===== config.mk =====
export PLATFORM = sky130hd
export DESIGN_NAME = pwm_regbank_flat
export DESIGN_NICKNAME = d
export VERILOG_FILES = /design/src/rtl/pwm_pkg.sv /design/src/rtl/pwm_regbank_if.sv /design/src/rtl/pwm_core.sv /design/src/rtl/pwm_regbank.sv /design/src/flat_wrapper.sv
export SDC_FILE = /design/constraint.sdc
export NUM_CORES = 1
export LEC_CHECK = 0
export ABC_AREA = 1
export CAP_MARGIN = 30
export CORE_AREA = 2 2 97 99
export DETAILED_ROUTE_END_ITERATION = 8
export DIE_AREA = 0 0 99 101
export GPL_TIMING_DRIVEN = 1
export PLACE_DENSITY = 0.62
export RECOVER_POWER = 100
export REMOVE_ABC_BUFFERS = 1
export SYNTH_ARGS = -nofsm -noshare
export SYNTH_HDL_FRONTEND = slang
export SYNTH_SLANG_ARGS = --single-unit

===== constraint.sdc =====
create_clock -name clk -period 1.65 [get_ports clk]
set_input_delay 0.495 -clock clk [delete_from_list [all_inputs] [get_ports clk]]
set_output_delay 0.495 -clock clk [all_outputs]
set_load 0.01 [all_outputs]

===== src/rtl/pwm_pkg.sv =====
// Shared constants for the PWM register bank: address map, CTRL bit positions
// and register width.
package pwm_pkg;
   localparam int REG_W = 8;

   localparam logic [1:0] ADDR_CTRL     = 2'd0;
   localparam logic [1:0] ADDR_PERIOD   = 2'd1;
   localparam logic [1:0] ADDR_DUTY     = 2'd2;
   localparam logic [1:0] ADDR_PRESCALE = 2'd3;

   localparam int CTRL_EN  = 0;
   localparam int CTRL_POL = 1;
endpackage


===== src/rtl/pwm_regbank_if.sv =====
// Register-access bus between the SPI slave (master side) and the PWM
// register bank (slave side). data_rd is combinational from addr.
interface pwm_regbank_if;
   import pwm_pkg::*;

   logic [1:0]       addr;
   logic [REG_W-1:0] data_wr;
   logic             wr_en;
   logic [REG_W-1:0] data_rd;

   modport master (output addr, output data_wr, output wr_en, input data_rd);
   modport slave  (input addr, input data_wr, input wr_en, output data_rd);
endinterface


===== src/rtl/pwm_core.sv =====
// PWM engine: prescaler, period counter, active register copies and output flop.
// Optional PWM_IRQ_EN adds a one-clk irq pulse aligned with the first cnt=0 output.
module pwm_core
   import pwm_pkg::*;
(
   input  logic             clk,
   input  logic             rst_n,
   input  logic             i_en,
   input  logic             i_pol,
   input  logic [REG_W-1:0] i_period,
   input  logic [REG_W-1:0] i_duty,
   input  logic [REG_W-1:0] i_presc,
`ifdef PWM_IRQ_EN
   output logic             o_irq,
`endif
   output logic             o_pwm_out
);

   logic [REG_W-1:0] r_period_a;
   logic [REG_W-1:0] r_duty_a;
   logic [REG_W-1:0] r_presc_a;
   logic [REG_W-1:0] r_presc_cnt;
   logic [REG_W-1:0] r_cnt;
   logic             r_pwm;
   logic             w_tick;
   logic             w_wrap;
   logic             w_raw;

   assign w_tick = (r_presc_cnt == r_presc_a);
   assign w_wrap = i_en & w_tick & (r_cnt == r_period_a);
   assign w_raw  = i_en & (r_cnt < r_duty_a);

   // Active copies track the programmed values while idle and only at wrap
   // while running, so mid-period writes never disturb the current period.
   always_ff @(posedge clk or negedge rst_n) begin
      if (!rst_n) begin
         r_period_a  <= '0;
         r_duty_a    <= '0;
         r_presc_a   <= '0;
         r_presc_cnt <= '0;
         r_cnt       <= '0;
         r_pwm       <= 1'b0;
      end else begin
         r_pwm <= w_raw ^ i_pol;
         if (!i_en) begin
            r_presc_cnt <= '0;
            r_cnt       <= '0;
            r_period_a  <= i_period;
            r_duty_a    <= i_duty;
            r_presc_a   <= i_presc;
         end else if (w_tick) begin
            r_presc_cnt <= '0;
            if (w_wrap) begin
               r_cnt      <= '0;
               r_period_a <= i_period;
               r_duty_a   <= i_duty;
               r_presc_a  <= i_presc;
            end else begin
               r_cnt <= r_cnt + 8'd1;
            end
         end else begin
            r_presc_cnt <= r_presc_cnt + 8'd1;
         end
      end
   end

   assign o_pwm_out = r_pwm;

`ifdef PWM_IRQ_EN
   logic r_wrap_d;
   logic r_irq;

   // Delayed one extra clk so the pulse lines up with the cnt=0 output update.
   always_ff @(posedge clk or negedge rst_n) begin
      if (!rst_n) begin
         r_wrap_d <= 1'b0;
         r_irq    <= 1'b0;
      end else begin
         r_wrap_d <= w_wrap;
         r_irq    <= r_wrap_d;
      end
   end

   assign o_irq = r_irq;
`endif

endmodule


===== src/rtl/pwm_regbank.sv =====
// PWM register bank: CTRL/PERIOD/DUTY/PRESCALE file with edge-detected writes
// and a combinational read mux. Define PWM_IRQ_EN to get the o_irq output.
module pwm_regbank
   import pwm_pkg::*;
#(
   parameter logic [REG_W-1:0] RST_PERIOD   = 8'hFF,
   parameter logic [REG_W-1:0] RST_DUTY     = 8'h80,
   parameter logic [REG_W-1:0] RST_PRESCALE = 8'h00
)(
   input  logic         clk,
   input  logic         rst_n,
   pwm_regbank_if.slave bus,
`ifdef PWM_IRQ_EN
   output logic         o_irq,
`endif
   output logic         o_pwm_out
);

   logic [1:0]       r_ctrl;
   logic [REG_W-1:0] r_period;
   logic [REG_W-1:0] r_duty;
   logic [REG_W-1:0] r_presc;
   logic             r_wr_en_q;
   logic             w_strobe;

   // wr_en is a level from the SPI slave; only its rising edge commits a write.
   assign w_strobe = bus.wr_en & ~r_wr_en_q;

   always_ff @(posedge clk or negedge rst_n) begin
      if (!rst_n) begin
         r_ctrl    <= '0;
         r_period  <= RST_PERIOD;
         r_duty    <= RST_DUTY;
         r_presc   <= RST_PRESCALE;
         r_wr_en_q <= 1'b0;
      end else begin
         r_wr_en_q <= bus.wr_en;
         if (w_strobe) begin
            unique case (bus.addr)
               ADDR_CTRL:     r_ctrl   <= bus.data_wr[1:0];
               ADDR_PERIOD:   r_period <= bus.data_wr;
               ADDR_DUTY:     r_duty   <= bus.data_wr;
               ADDR_PRESCALE: r_presc  <= bus.data_wr;
            endcase
         end
      end
   end

   always_comb begin
      bus.data_rd = '0;
      unique case (bus.addr)
         ADDR_CTRL:     bus.data_rd = {6'b0, r_ctrl};
         ADDR_PERIOD:   bus.data_rd = r_period;
         ADDR_DUTY:     bus.data_rd = r_duty;
         ADDR_PRESCALE: bus.data_rd = r_presc;
      endcase
   end

   pwm_core u_core (
      .clk       (clk),
      .rst_n     (rst_n),
      .i_en      (r_ctrl[CTRL_EN]),
      .i_pol     (r_ctrl[CTRL_POL]),
      .i_period  (r_period),
      .i_duty    (r_duty),
      .i_presc   (r_presc),
`ifdef PWM_IRQ_EN
      .o_irq     (o_irq),
`endif
      .o_pwm_out (o_pwm_out)
   );

endmodule


===== src/flat_wrapper.sv =====
// flat-port wrapper written by rule: the top's interface ports become plain ports
module pwm_regbank_flat import pwm_pkg::*;
#(
   parameter logic [REG_W-1:0] RST_PERIOD   = 8'hFF,
   parameter logic [REG_W-1:0] RST_DUTY     = 8'h80,
   parameter logic [REG_W-1:0] RST_PRESCALE = 8'h00
)
  (clk, rst_n, o_pwm_out, bus_addr, bus_data_wr, bus_wr_en, bus_data_rd);
  pwm_regbank_if bus_i ();
  input  logic clk;
  input  logic rst_n;
  output logic o_pwm_out;
  input wire logic [$bits(bus_i.addr)-1:0] bus_addr;
  input wire logic [$bits(bus_i.data_wr)-1:0] bus_data_wr;
  input wire logic [$bits(bus_i.wr_en)-1:0] bus_wr_en;
  output wire logic [$bits(bus_i.data_rd)-1:0] bus_data_rd;
  assign bus_i.addr = bus_addr;
  assign bus_i.data_wr = bus_data_wr;
  assign bus_i.wr_en = bus_wr_en;
  assign bus_data_rd = bus_i.data_rd;
  pwm_regbank #(.RST_PERIOD(RST_PERIOD), .RST_DUTY(RST_DUTY), .RST_PRESCALE(RST_PRESCALE)) u_core (.clk(clk), .rst_n(rst_n), .bus(bus_i), .o_pwm_out(o_pwm_out));
endmodule

# [Word-level counts from Yosys, hierarchy flattened]
# Cells that the tools add are included.
[totals] reg_bits=68 latchBits=0 ramBits=0 rom_bits=0 output_inout_bits=9 memories=0
[op_classes] addsub=2 n_mul=0 div=0 order_cmp=1 eq_ne=7 shifts=0 mux=15 bitwise_logic=6 reduce_logical=6
[op_table] operator="$mux 8" n=14
[op_table] operator="$pmux 8 s4" n=1
[op_table] operator="$add 8x1->8 const B" n=2
[op_table] operator="$eq 8x8->1" n=2
[op_table] operator="$reduce_and 2->1" n=5
[op_table] operator="$lt 8x8->1" n=1
[op_table] operator="$and 1x1->1" n=4
[op_table] operator="$eq 2x2->1 const B" n=2
[op_table] operator="$ne 2x2->1 const B" n=2
[op_table] operator="$eq 2x1->1 const B" n=1
[op_table] operator="$logic_not 2->1" n=1
[op_table] operator="$not 1->1" n=1
[op_table] operator="$xor 1x1->1" n=1

# [Longest topological paths before layout]
# Gate-level depths: netlist (run 1).
[depth] word_depth=6 ltp_mapped=12 depth_no_buf=10

# [Hierarchy]
# A second synthesis (run 1) with hierarchy kept.
[hier_totals] cells_unflattened=474 area_unflattened_um2=3657.3
[modules_own_cells] module="pwm_core" instances=1 cells_per_inst=311 area_each_um2=2321.0
[modules_own_cells] module="pwm_regbank" instances=1 cells_per_inst=163 area_each_um2=1336.3

# [Worst setup path after synthesis (run 1)]
# OpenSTA, ideal clock, no wires.
[synth_path] path_type="input to output" startpoint="input port bus_addr[0]" endpoint="output port bus_data_rd[0]" t_arrival_ns=0.957 t_required_ns=1.155 slack_ns=0.198 stages=5 n_path_buf=0 path_cell_list="inv_1 nand2_1 clkinv_1 nand2_1 nand4_1"
[synth_between] elab_chain_cells=2 word_cells_on_any_way=5
[synth_lines] element="start, declared" line="flat_wrapper.sv:13" rtl="input wire logic [$bits(bus_i.addr)-1:0] bus_addr;"
[synth_lines] element="$eq 2x2->1 (tied with other cells)" line="pwm_regbank.sv:51" rtl="unique case (bus.addr)"
[synth_lines] element="$pmux 8 s4 *" line="pwm_regbank.sv:51"
[synth_lines] element="end, declared" line="flat_wrapper.sv:16" rtl="output wire logic [$bits(bus_i.data_rd)-1:0] bus_data_rd;"
# Every way passes the cells marked *; elsewhere a longest branch is shown, timed or not.

# [Worst setup path after layout (run 1)]
[layout_path] startpoint="register u_core.r_period[0]" endpoint="output port bus_data_rd[0]"
[layout_between] elab_chain_cells=1
[layout_lines] element="start, declared" line="pwm_regbank.sv:20" rtl="logic [REG_W-1:0] r_period;"
[layout_lines] element="start signal, assigned" line="pwm_regbank.sv:41" rtl="ADDR_PERIOD: r_period <= bus.data_wr;"
[layout_lines] element="$pmux 8 s4" line="pwm_regbank.sv:51"
# No other way between the ends.

==> impl_results.md, run 1 <==
- XOR/XNOR Fraction of Synth Area: 0.0379
- DRC violations left: 0
- Flops & latches, synth: a little under 70
- FP Rows: 35
- Worst Path Max Fanout: 2
- Layout Utilization: 0.508
- Worst Tran Pin Value: between 800 and 900 ps
- Synth unique cells: 24
- Status: finished, final reports clean
- RSZ-0062 raised after global routing: true
- Vias per inst: 4.96
- Via count: roughly 3200
- Final min period: roughly 1600 ps
- CTS H-Tree Depth: 3
- Mapped Cells: around 450
- Iter 0 DRT Violations: 182
- Area fraction in compound gates after synthesis: 0.0556
- Worst Path Required: around 1200 ps
- Worst Setup Start Kind: flip-flop
- Simple-Gate Fraction of Synth Area: 0.307
- Layout cells sized above 1: 0.233
- DIE WIDTH: 99 um
- Global-route wire length before repair: about 14000 um
- Min-delay worst type: input pin to async pin
- Area contributors post-synth: dfrtp_1 43%, nand2_1 18%, dfstp_2 6.8%
- DR pass1 iterations: 4
- Gr ovfl total: 0
- EDFF count, synth: 0
- Count leader, synth: nand2_1
- Hold Vio Cnt, Final: 0
- Antenna cells: 0
- Leakage: 0.00240 uW
- Root buf cell: clkbuf_8
- Initial Util: 0.386
- Post-DRT Antenna Nets: 0
- Endpoints failing setup: 0
- Die area: between 0.009 and 0.01 mm2
- Avg Inst Size Synth: around 7.8 um2
- Critical path class: flip-flop to output port
- CTS buffer count: 9
- Core area: ~0.0090 mm2
- CTS sink count: 68
- Pwr per Cell Area: 1120 mW/mm2
- Post-synthesis sequential area ratio: 0.494
- CTS clock-pin slew for the worst setup and hold paths: ~80 ps
- Slew headroom: 0.466
- Slew Limit Fails: 0
- CP Data Arrival Time: between 1000 and 1500 ps
- Crit path capture type: output port
- Max-capacitance violation count: 0
- Synth warn: 0
- Initial antenna violation count: 0
- Layout net count: roughly 540
- Die span in y: 101 um
- Vias in the first global route: roughly 3000
- Tcrit/Tclk final: 0.993
- Share of the synthesized area in the top cell type: 0.426
- Largest net degree at the start of global routing: 36
- Post-synth ARST share: 1.00
- Largest family of logic cells by synthesized area: simple AND/OR/NAND/NOR gates
- Max Fclk: about 610 MHz
- Post-Route WL: about 9000 um
- Clock Latency Late Sink: 350 ps
- Prevailing post-synth register cell: dfrtp_1
- VDD IR max: 633 uV
- Area Overhead vs Synth: 31.4%
- Top Ports: 22
- WL/cell: about 14 um
- Clock skew: roughly 12 ps
- Most frequent cells after synthesis: 170 x nand2_1, 59 x dfrtp_1, 46 x inv_1
- Port bufs: 21
- Post-synthesis adder-cell area fraction: 0.0325
- GPL Wtd Cong: 0.879
- Post-Syn Area: between 0.003 and 0.004 mm2
- CTS Buffer Depth: 2
- Worst Hold Slack: about 200 ps
- Yosys top cell by area: dfrtp_1
- Mux contribution to synthesized area: 0
- CTS tree: done
- All-layer global routing usage: 0.182
- DP HPWL: 5980 um
[cells in the final DEF, fill, tap and decap left out, drive strengths merged]
cell / Yosys / routed
nor2: 30 / 30
dlygate4sd3: 0 / 1
o21ai: 29 / 29
clkdlybuf4s50: 0 / 8
o21a: 1 / 1
clkbuf: 4 / 16
clkinv: 2 / 4
nand4: 13 / 13
xnor2: 4 / 4
ha: 9 / 9
dfstp: 9 / 9
o21bai: 2 / 2
nor3: 1 / 1
inv: 47 / 50
nand3: 39 / 39
xor2: 11 / 11
nand2: 172 / 173
buf: 9 / 56
dlygate4sd2: 0 / 1
a21oi: 5 / 5
dfrtp: 59 / 59
bufinv: 0 / 1
clkinvlp: 0 / 2
[logic make-up (layout without fill, tap and decap cells)]
group,after synthesis,in the layout
AND/OR/NAND/NOR,255,256
flip-flops,68,68
buffers and inverters,62,139
AO/OA/AOI/OAI,37,37
XOR/XNOR,15,15
adder cells (fa/ha/maj),9,9
[worst max-delay path, cell delays in order, from the launching register on]
cell and delay (ps):
dfstp_2 560, nand2_2 40, nand4_1 60, buf_2 130
[final timing paths]
| check | start | to | slack (ps) | cells past startpoint |
|---|---|---|---|---|
| setup reg to reg | u_core.u_core.r_cnt[5]$_DFFE_PN0P_ | u_core.u_core.r_presc_a[6]$_DFFE_PN0P_ | 40 | 9 |
| min in group clk | u_core.u_core.r_duty_a[7]$_DFFE_PN0P_ | u_core.u_core.r_duty_a[7]$_DFFE_PN0P_ | 520 | 2 |
| hold / removal | rst_n | u_core.r_duty[5]$_DFFE_PN0P_ | 200 | 1 |
| hold reg to reg | u_core.u_core.r_duty_a[7]$_DFFE_PN0P_ | u_core.u_core.r_duty_a[7]$_DFFE_PN0P_ | 520 | 2 |
| setup / recovery | u_core.r_period[0]$_DFFE_PN1P_ | bus_data_rd[0] | 10 | 3 |
| max in group asynchronous | rst_n | u_core.u_core.r_presc_a[7]$_DFFE_PN0P_ | 290 | 2 |
[final cells by class]
type	count	area, um2
Clock buffer	9	124
Clock inverter	7	76.3
Fill cell	824	4420
Inverter	49	196
Multi-Input combinational cell	317	1670
Sequential cell	68	1710
Tap cell	111	139
Timing Repair Buffer	73	637
Timing Repair inverter	1	6.26
[power by group]
| group | leakage (uW) | internal (uW) | switching [uW] | total, uW |
|---|---|---|---|---|
| clock network | 0.0000958 | 705 | 698 | 1400 |
| registers | 0.000859 | 2010 | 253 | 2260 |
| logic | 0.00144 | 608 | 816 | 1420 |
| total | 0.00240 | 3320 | 1770 | 5090 |
[per-stage QoR]
stage | instance area, um2 | std cells | total power [uW] | setup WS (ps) | setup TNS [ps]
final | 4560 | 635 | 5090 | 11.8 | 0
after global routing | 4560 | 635 | 5400 | -52.1 | -1130
after CTS | 4440 | 627 | 5000 | -22.0 | -71.6
after detailed placement | 4110 | 607 | 3550 | -954 | -14850
after global placement | 4110 | 607 | 3510 | -919 | -13210
after floorplan | 3400 | 433 | 2960 | -314 | -8300
[state kept, by name (all words and copies together), names as in the netlist]
signal,flops
u_core.r_ctrl,2
u_core.r_duty,8
u_core.r_period,8
u_core.r_presc,8
u_core.r_wr_en_q,1
u_core.u_core.o_pwm_out,1
u_core.u_core.r_cnt,8
u_core.u_core.r_duty_a,8
u_core.u_core.r_period_a,8
u_core.u_core.r_presc_a,8
u_core.u_core.r_presc_cnt,8
[metal layers]
layer,up-vias,wire (um),GRT usage
li1,1554,-,-
met1,1508,4000,0.239
met2,67,4550,0.304
met3,21,347,0.0298
met4,0,218,0.0695
met5,-,0,0
[repair_timing]
item | 4_1_cts | 5_1_grt
buffers inserted | 3 | 5
hold buffers | 0 | 0
gates resized for setup | 76 | 28
endpoints found under the setup margin | 25 | 33
gates cloned | 1 | 5
pin swaps | 8 | 16
Note: power is estimated with default switching activity, not from simulation.
==> inputs of run 2 (changes only) <==
--- a/config.mk
+++ b/config.mk
@@ -7,9 +7,9 @@
 export LEC_CHECK = 0
 export ABC_AREA = 1
 export CAP_MARGIN = 30
-export CORE_AREA = 2 2 97 99
+export CORE_AREA = 4 4 99 101
 export DETAILED_ROUTE_END_ITERATION = 8
-export DIE_AREA = 0 0 99 101
+export DIE_AREA = 0 0 103 105
 export GPL_TIMING_DRIVEN = 1
 export PLACE_DENSITY = 0.62
 export RECOVER_POWER = 100
==> impl_results.md, run 2 (synthesized netlist as in run 1, its figures left out) <==
- Status: finished, violations left
- Failing checks: negative setup slack
- Post-Route WL: 7960 um (-13%)
- P_sw: 1560 uW (-12%)
- Combinational power share: 0.266 (-0.014)
- DRC violations left: 0 (unchanged)
- Min-delay worst type: input pin to async pin
- VDD IR max: 552 uV (-13%)
- Hold Buf Count CTS: 0 (unchanged)
- Core area: 0.00902 mm2 (+0.49%)
- Switching Share: 0.328 (-0.0193)
- Endpoints failing setup: 2 (+2)
- Fin Setup TNS: -20.1 ps (-20.1 ps)
- Worst Hold Slack: 394 ps (+192 ps)
- Top Ports: 22 (unchanged)
- Pwr per Cell Area: 1080 mW/mm2 (-2.9%)
- Length of routed met3 wiring: 294 um (-15%)
- Vias in the first global route: 2885 (-5.2%)
- Final min period: 1670 ps (+27.4 ps)
- Largest net degree at the start of global routing: 69 (+92%)
- Clock power share: 0.258 (-0.018)
- Hold Vio Cnt, Final: 0 (unchanged)
- Critical path class: input pin to output port
- Die span in y: 105 um (+4.0%)
- Worst Setup Start Kind: input pin
- Leakage: 0.00232 uW (-3.4%)
- R2R setup slack: 80 ps (+40 ps)
- Sequential Power Share: 0.476 (+0.031)
- Area occupied by registers: 0.00172 mm2 (+0.15%)
- Multi-input logic area: 0.00161 mm2 (-3.3%)
- Power Internal: 3190 uW (-4.0%)
- Highest Signal Layer: met4
- Worst Path Required: 1150 ps (about the same)
- Reg-to-Reg Start: u_core.u_core.r_presc_cnt[4]$_DFF_PN0_
- All-layer global routing usage: 0.162 (-0.0197)
- Clock Latency Late Sink: 350 ps (about the same)
- R2r endpoint: u_core.u_core.r_period_a[0]$_DFFE_PN0P_
- Slew headroom: 0.381 (-0.0851)
- CTS H-Tree Depth: 3 (unchanged)
- Most frequent cells in the layout: 155 x nand2_1, 57 x dfrtp_1, 45 x inv_1
- Crit path capture type: output port
- Fillers: 886 (+7.5%)
- CTS sink count: 68 (unchanged)
- Layout net count: 527 (-2.6%)
- DP HPWL: 5500 um (-8.0%)
- RSZ-0062 raised after global routing: true
- Post-DRT Antenna Nets: 0 (unchanged)
- Setup Slack @ Placement: -870 ps (+84.4 ps)
- Tcrit/Tclk final: 1.01 (+0.0166)
- CTS buffer count: 9 (unchanged)
- Initial antenna violation count: 0 (unchanged)
- Worst Path Max Fanout: 5 (+3)
- Setup WS post-layout: -15.6 ps (-27.4 ps)
- Die area: 0.0108 mm2 (+8.2%)
- Slew Limit Fails: 0 (unchanged)
- Cell count of the worst reg-to-reg path: 8 (-1)
- Iter 0 DRT Violations: 189 (+3.8%)
- Via count: 2929 (-7.0%)
- CTS Buffer Depth: 2 (unchanged)
- Vias per inst: 4.72 (-4.9%)
- Port bufs: 21 (unchanged)
- Max Fclk: 600 MHz (-1.6%)
- CTS clock-pin slew for the worst setup and hold paths: 80 ps (about the same)
- Area Overhead vs Synth: 26.2%
- WL met1: 3800 um (-5.1%)
- GPL Wtd Cong: 0.810 (-7.8%)
- Max-capacitance violation count: 0 (unchanged)
- Layout Utilization: 0.485 (-0.0227)
- CTS tree: done
- DR pass1 iterations: 5 (+1)
- DIE WIDTH: 103 um (+4.0%)
- Layout cells sized above 1: 0.204 (-0.0289)
- CP Data Arrival Time: 1170 ps (+30 ps)
- Clock skew: 15.1 ps (+2.66 ps)
- Worst Tran Pin Value: 928 ps (+128 ps)
- Gr ovfl total: 0 (unchanged)
- Antenna cells: 0 (unchanged)
- Global-route wire length before repair: 13800 um (-5.1%)
- Root buf cell: clkbuf_8
- Power after layout: 4740 uW (-6.8%)
- WL/cell: 12.8 um (-11%)
- Commonest non-fill, non-tap cell in the layout: nand2_1
- Initial Util: 0.384 (-0.00187)
- Met2 Wirelength: 3640 um (-20%)
- FP Rows: 35 (unchanged)
## run 2: area by class of cell
cell class                 instances  share of cell area
inverter                          49              0.0461
clock buffer                      14              0.0372
tap                              111              0.0318
timing repair buffer              61               0.122
sequential                        68               0.392
clock inverter                     2             0.00286
multi-input combinational        316               0.368
## run 2: repair_timing
action | CTS | global route
pin swaps | 5 | 10
resized for setup | 66 | 37
gates cloned | 2 | 0
buffers inserted | 0 | 2
endpoints found under the setup margin | 22 | 41
## run 2: worst max path at each step
| stage | to | slack, ps | from | depth (start not counted) |
|---|---|---|---|---|
| 2_1_floorplan | u_core.u_core.r_duty_a[0]$_DFFE_PN0P_ | -310 | u_core.r_ctrl[0]$_DFFE_PN0P_ | 8 |
| 4_1_cts | bus_data_rd[0] | -20 | bus_addr[0] | 8 |
| 5_1_grt | bus_data_rd[0] | -60 | u_core.r_period[0]$_DFFE_PN1P_ | 3 |
| 3_3_place_gp | bus_data_rd[3] | -850 | bus_addr[0] | 7 |
| 6_report | bus_data_rd[0] | -20 | bus_addr[0] | 7 |
| 3_5_place_dp | bus_data_rd[3] | -870 | bus_addr[1] | 7 |
## run 2: critical path, stage by stage
cell and delay (ps):
buf_12 110, nand2_4 70, clkinv_4 60, buf_6 130, nand2_1 60, nand4_1 90
buf_2 150
## run 2: stage by stage
stage,std cells,instance area (um2)
detailed placement,601,4050
CTS,619,4270
floorplan,433,3400
global placement,601,4050
global route,621,4370
finish,621,4370
## run 2: power groups by stage
stage	sequential, uW	clock, uW	combinational [uW]
after floorplan	2260	0	707
after global placement	2270	0	1210
after detailed placement	2270	0	1220
after CTS	2240	1270	1220
after global routing	2300	1340	1460
final	2260	1220	1260
## run 2: layer usage
metal	track usage	up-vias
met3	0.0340	14
li1	-	1532
met5	0	-
met2	0.231	49
met1	0.227	1334
met4	0.0907	0
==> patch, RTL diff (config.mk and constraints of run 2) <==
`RST_PERIOD` is set to 8'hFF in 2 places; all go to 8'h7F.
--- a/src/rtl/pwm_regbank.sv
+++ b/src/rtl/pwm_regbank.sv
@@ -5,3 +5,3 @@
 #(
-   parameter logic [REG_W-1:0] RST_PERIOD   = 8'hFF,
+   parameter logic [REG_W-1:0] RST_PERIOD   = 8'h7F,
    parameter logic [REG_W-1:0] RST_DUTY     = 8'h80,
--- a/src/flat_wrapper.sv
+++ b/src/flat_wrapper.sv
@@ -3,3 +3,3 @@
 #(
-   parameter logic [REG_W-1:0] RST_PERIOD   = 8'hFF,
+   parameter logic [REG_W-1:0] RST_PERIOD   = 8'h7F,
    parameter logic [REG_W-1:0] RST_DUTY     = 8'h80,
Function: changed (a bounded check fails within 4 cycles, from zero or initial values and one cycle with rst_n low).
==> patch against run 2 <==
- clock skew shrank 0.0032 ns
- sequential cell count unchanged
- clock power rose by 9%
- total power rose by 2.1%
- area after synthesis about the same
- setup slack better by 0.014 ns
- wire length up 1.4%
- core utilization fell by 0.67 points
- count of clock-buffer cells in the layout decreased by 3
- design area fell by 1.4%
- synthesized cell count unchanged
- the run still ends with negative setup slack left
- critical endpoint is now bus_data_rd[7]
- largest cell class unchanged
==> patch: results (changes against run 2) <==
worst_setup_path:
  worstPathArrival_ns: 1.16
  crit_slowest_cell: "buf_6"
  cpPeakStageDelay_ns: 0.13  # -0.02 ns
  critPathMaxFanout: 6  # +1
  reg2regPathDepth: 10  # +2
clock_network:
  htreeDepth: 3  # unchanged
  cts_buffers: 9  # unchanged
  clk_latency_ns: 0.34
  clockRootBuffer: "clkbuf_8"
layout:
  num-fill-cells: 856  # -3.4%
  diodes: 0  # unchanged
  final_nets: 525  # -0.38%
  drive_above_1_share_pct: 19.1  # -1.3 points
synth:
  ys_seq_area_share_pct: 49.4  # about the same
  ys.warnings.count: 0  # unchanged
  synth-async-reset-ratio_pct: 100  # unchanged
  yosys-top-cells-count: "nand2_1, dfrtp_1, inv_1"
  synth_area_leaders: "dfrtp_1, nand2_1, dfstp_2"
  synth-edff-count: 0  # unchanged
  synth_cell_types: 24  # unchanged
  avgSynthCellArea_um2: 7.77  # about the same
  synthFlopType: "dfrtp_1"
routing:
  drtIter0Drc: 169  # -11%
  dr.pass1.iters: 4  # -1
  wl_met3_um: 235  # -20%
  top_layer: "met4"
  viasPerCell: 4.83  # +2.4%
  vias: 2989  # +2.0%
  wl_per_cell_um: 13.0  # +1.8%
  wl_met1_um: 3750  # -1.3%
  wl_met2_um: 3900  # +7.0%
hold_path:
  hp-class: "input port to asynchronous set/reset pin"
status:
  outcome: "finished with violations"
  violations: "negative setup slack"
global_routing:
  grt_first_pass_wirelength_um: 13800  # +0.65%
  grt_pass1_vias: 2919  # +1.2%
  grt_usage_pct: 16.1  # -0.18 points
  antenna_found_initial: 0  # unchanged
  grt_max_degree: 69  # unchanged
sta:
  worstMarginPinSlew_ns: 0.925  # -0.00304 ns
  finalWorstSetupSlack_ns: -0.00139  # +0.0142 ns
  timing.final.setup_violations: 1  # -1
  fin_skew_ns: 0.0119  # -0.00319 ns
power_and_ir_drop:
  p_sw_share_pct: 32.9  # +0.077 points
  peakVddDrop_mv: 0.561  # +1.7%
  p_leak_nw: 2.30  # -0.60%
place:
  place_congestion: 0.902  # +11%
  port_buffers: 21  # unchanged
  dp_hpwl_um: 5640  # +2.6%
  dp.cells: 600  # -0.17%
  place_area_um2: 4050  # about the same
patch: power groups by stage:
stage / sequential [W] / clock [W] / combinational (W)
finish: 0.00225 / 0.00133 / 0.00127
global route: 0.00229 / 0.00143 / 0.00146
CTS: 0.00224 / 0.00137 / 0.00123
detailed placement: 0.00227 / 0 / 0.00125
global placement: 0.00226 / 0 / 0.00123
floorplan: 0.00225 / 0 / 0.000706
patch: path summary, 6_finish.rpt:
kind / slack, ns / endpoint / start
worst min-delay path: 0.41 / u_core.r_presc[3]$_DFFE_PN0P_ / rst_n
worst min register to register: 0.51 / u_core.u_core.r_duty_a[6]$_DFFE_PN0P_ / u_core.u_core.r_duty_a[6]$_DFFE_PN0P_
worst max register to register: 0.09 / u_core.u_core.r_period_a[3]$_DFFE_PN0P_ / u_core.u_core.r_cnt[4]$_DFFE_PN0P_
max in group asynchronous: 0.61 / u_core.u_core.r_cnt[4]$_DFFE_PN0P_ / rst_n
min in group clk: 0.51 / u_core.u_core.r_duty_a[6]$_DFFE_PN0P_ / u_core.u_core.r_duty_a[6]$_DFFE_PN0P_
worst max-delay path: -0.001 / bus_data_rd[7] / bus_addr[0]
patch: per-stage QoR:
stage | TNS [ns] | worst slack, ns
finish | -0.00139 | -0.00139
global route | -1.16 | -0.0574
CTS | -0.0172 | -0.0144
detailed placement | -11.25 | -0.874
global placement | -10.23 | -0.849
floorplan | -8.30 | -0.314
patch: routing by layer:
layer  vias to the layer above  GRT usage [%]
li1                       1523              -
met1                      1398           22.6
met2                        52           24.5
met3                        16           2.87
met4                         0           5.92
met5                         -              0
patch: area by class of cell:
class / count / area (um^2) / area share (%)
clock buffers: 11 / 131 / 3.05
clock inverters: 5 / 53.8 / 1.25
well taps: 111 / 139 / 3.22
repair buffers: 59 / 502 / 11.6
inverters: 49 / 194 / 4.50
flip-flops and latches: 68 / 1710 / 39.7
multi-input cells: 316 / 1580 / 36.6
patch: kinds of logic after synthesis:
logic type	after synthesis	share of synthesized area [%]
XOR/XNOR	15	3.79
buffers and inverters	62	7.29
AO/OA/AOI/OAI	37	5.56
AND/OR/NAND/NOR	255	30.7
flip-flops	68	49.4
adder cells (fa/ha/maj)	9	3.25
patch: repair_timing:
| action | CTS | global route |
|---|---|---|
| hold endpoints to repair | 0 | 0 |
| gates resized for setup | 56 | 33 |
| cloned | 1 | 0 |
| buffers inserted | 0 | 2 |
| pin swaps | 4 | 12 |
| setup endpoints to repair | 9 | 45 |
patch: worst max-delay path: cells and delay by family:
| family | cells | cell delay (ns) |
|---|---|---|
| buffers and inverters | 5 | 0.48 |
| AND/OR/NAND/NOR | 3 | 0.17 |
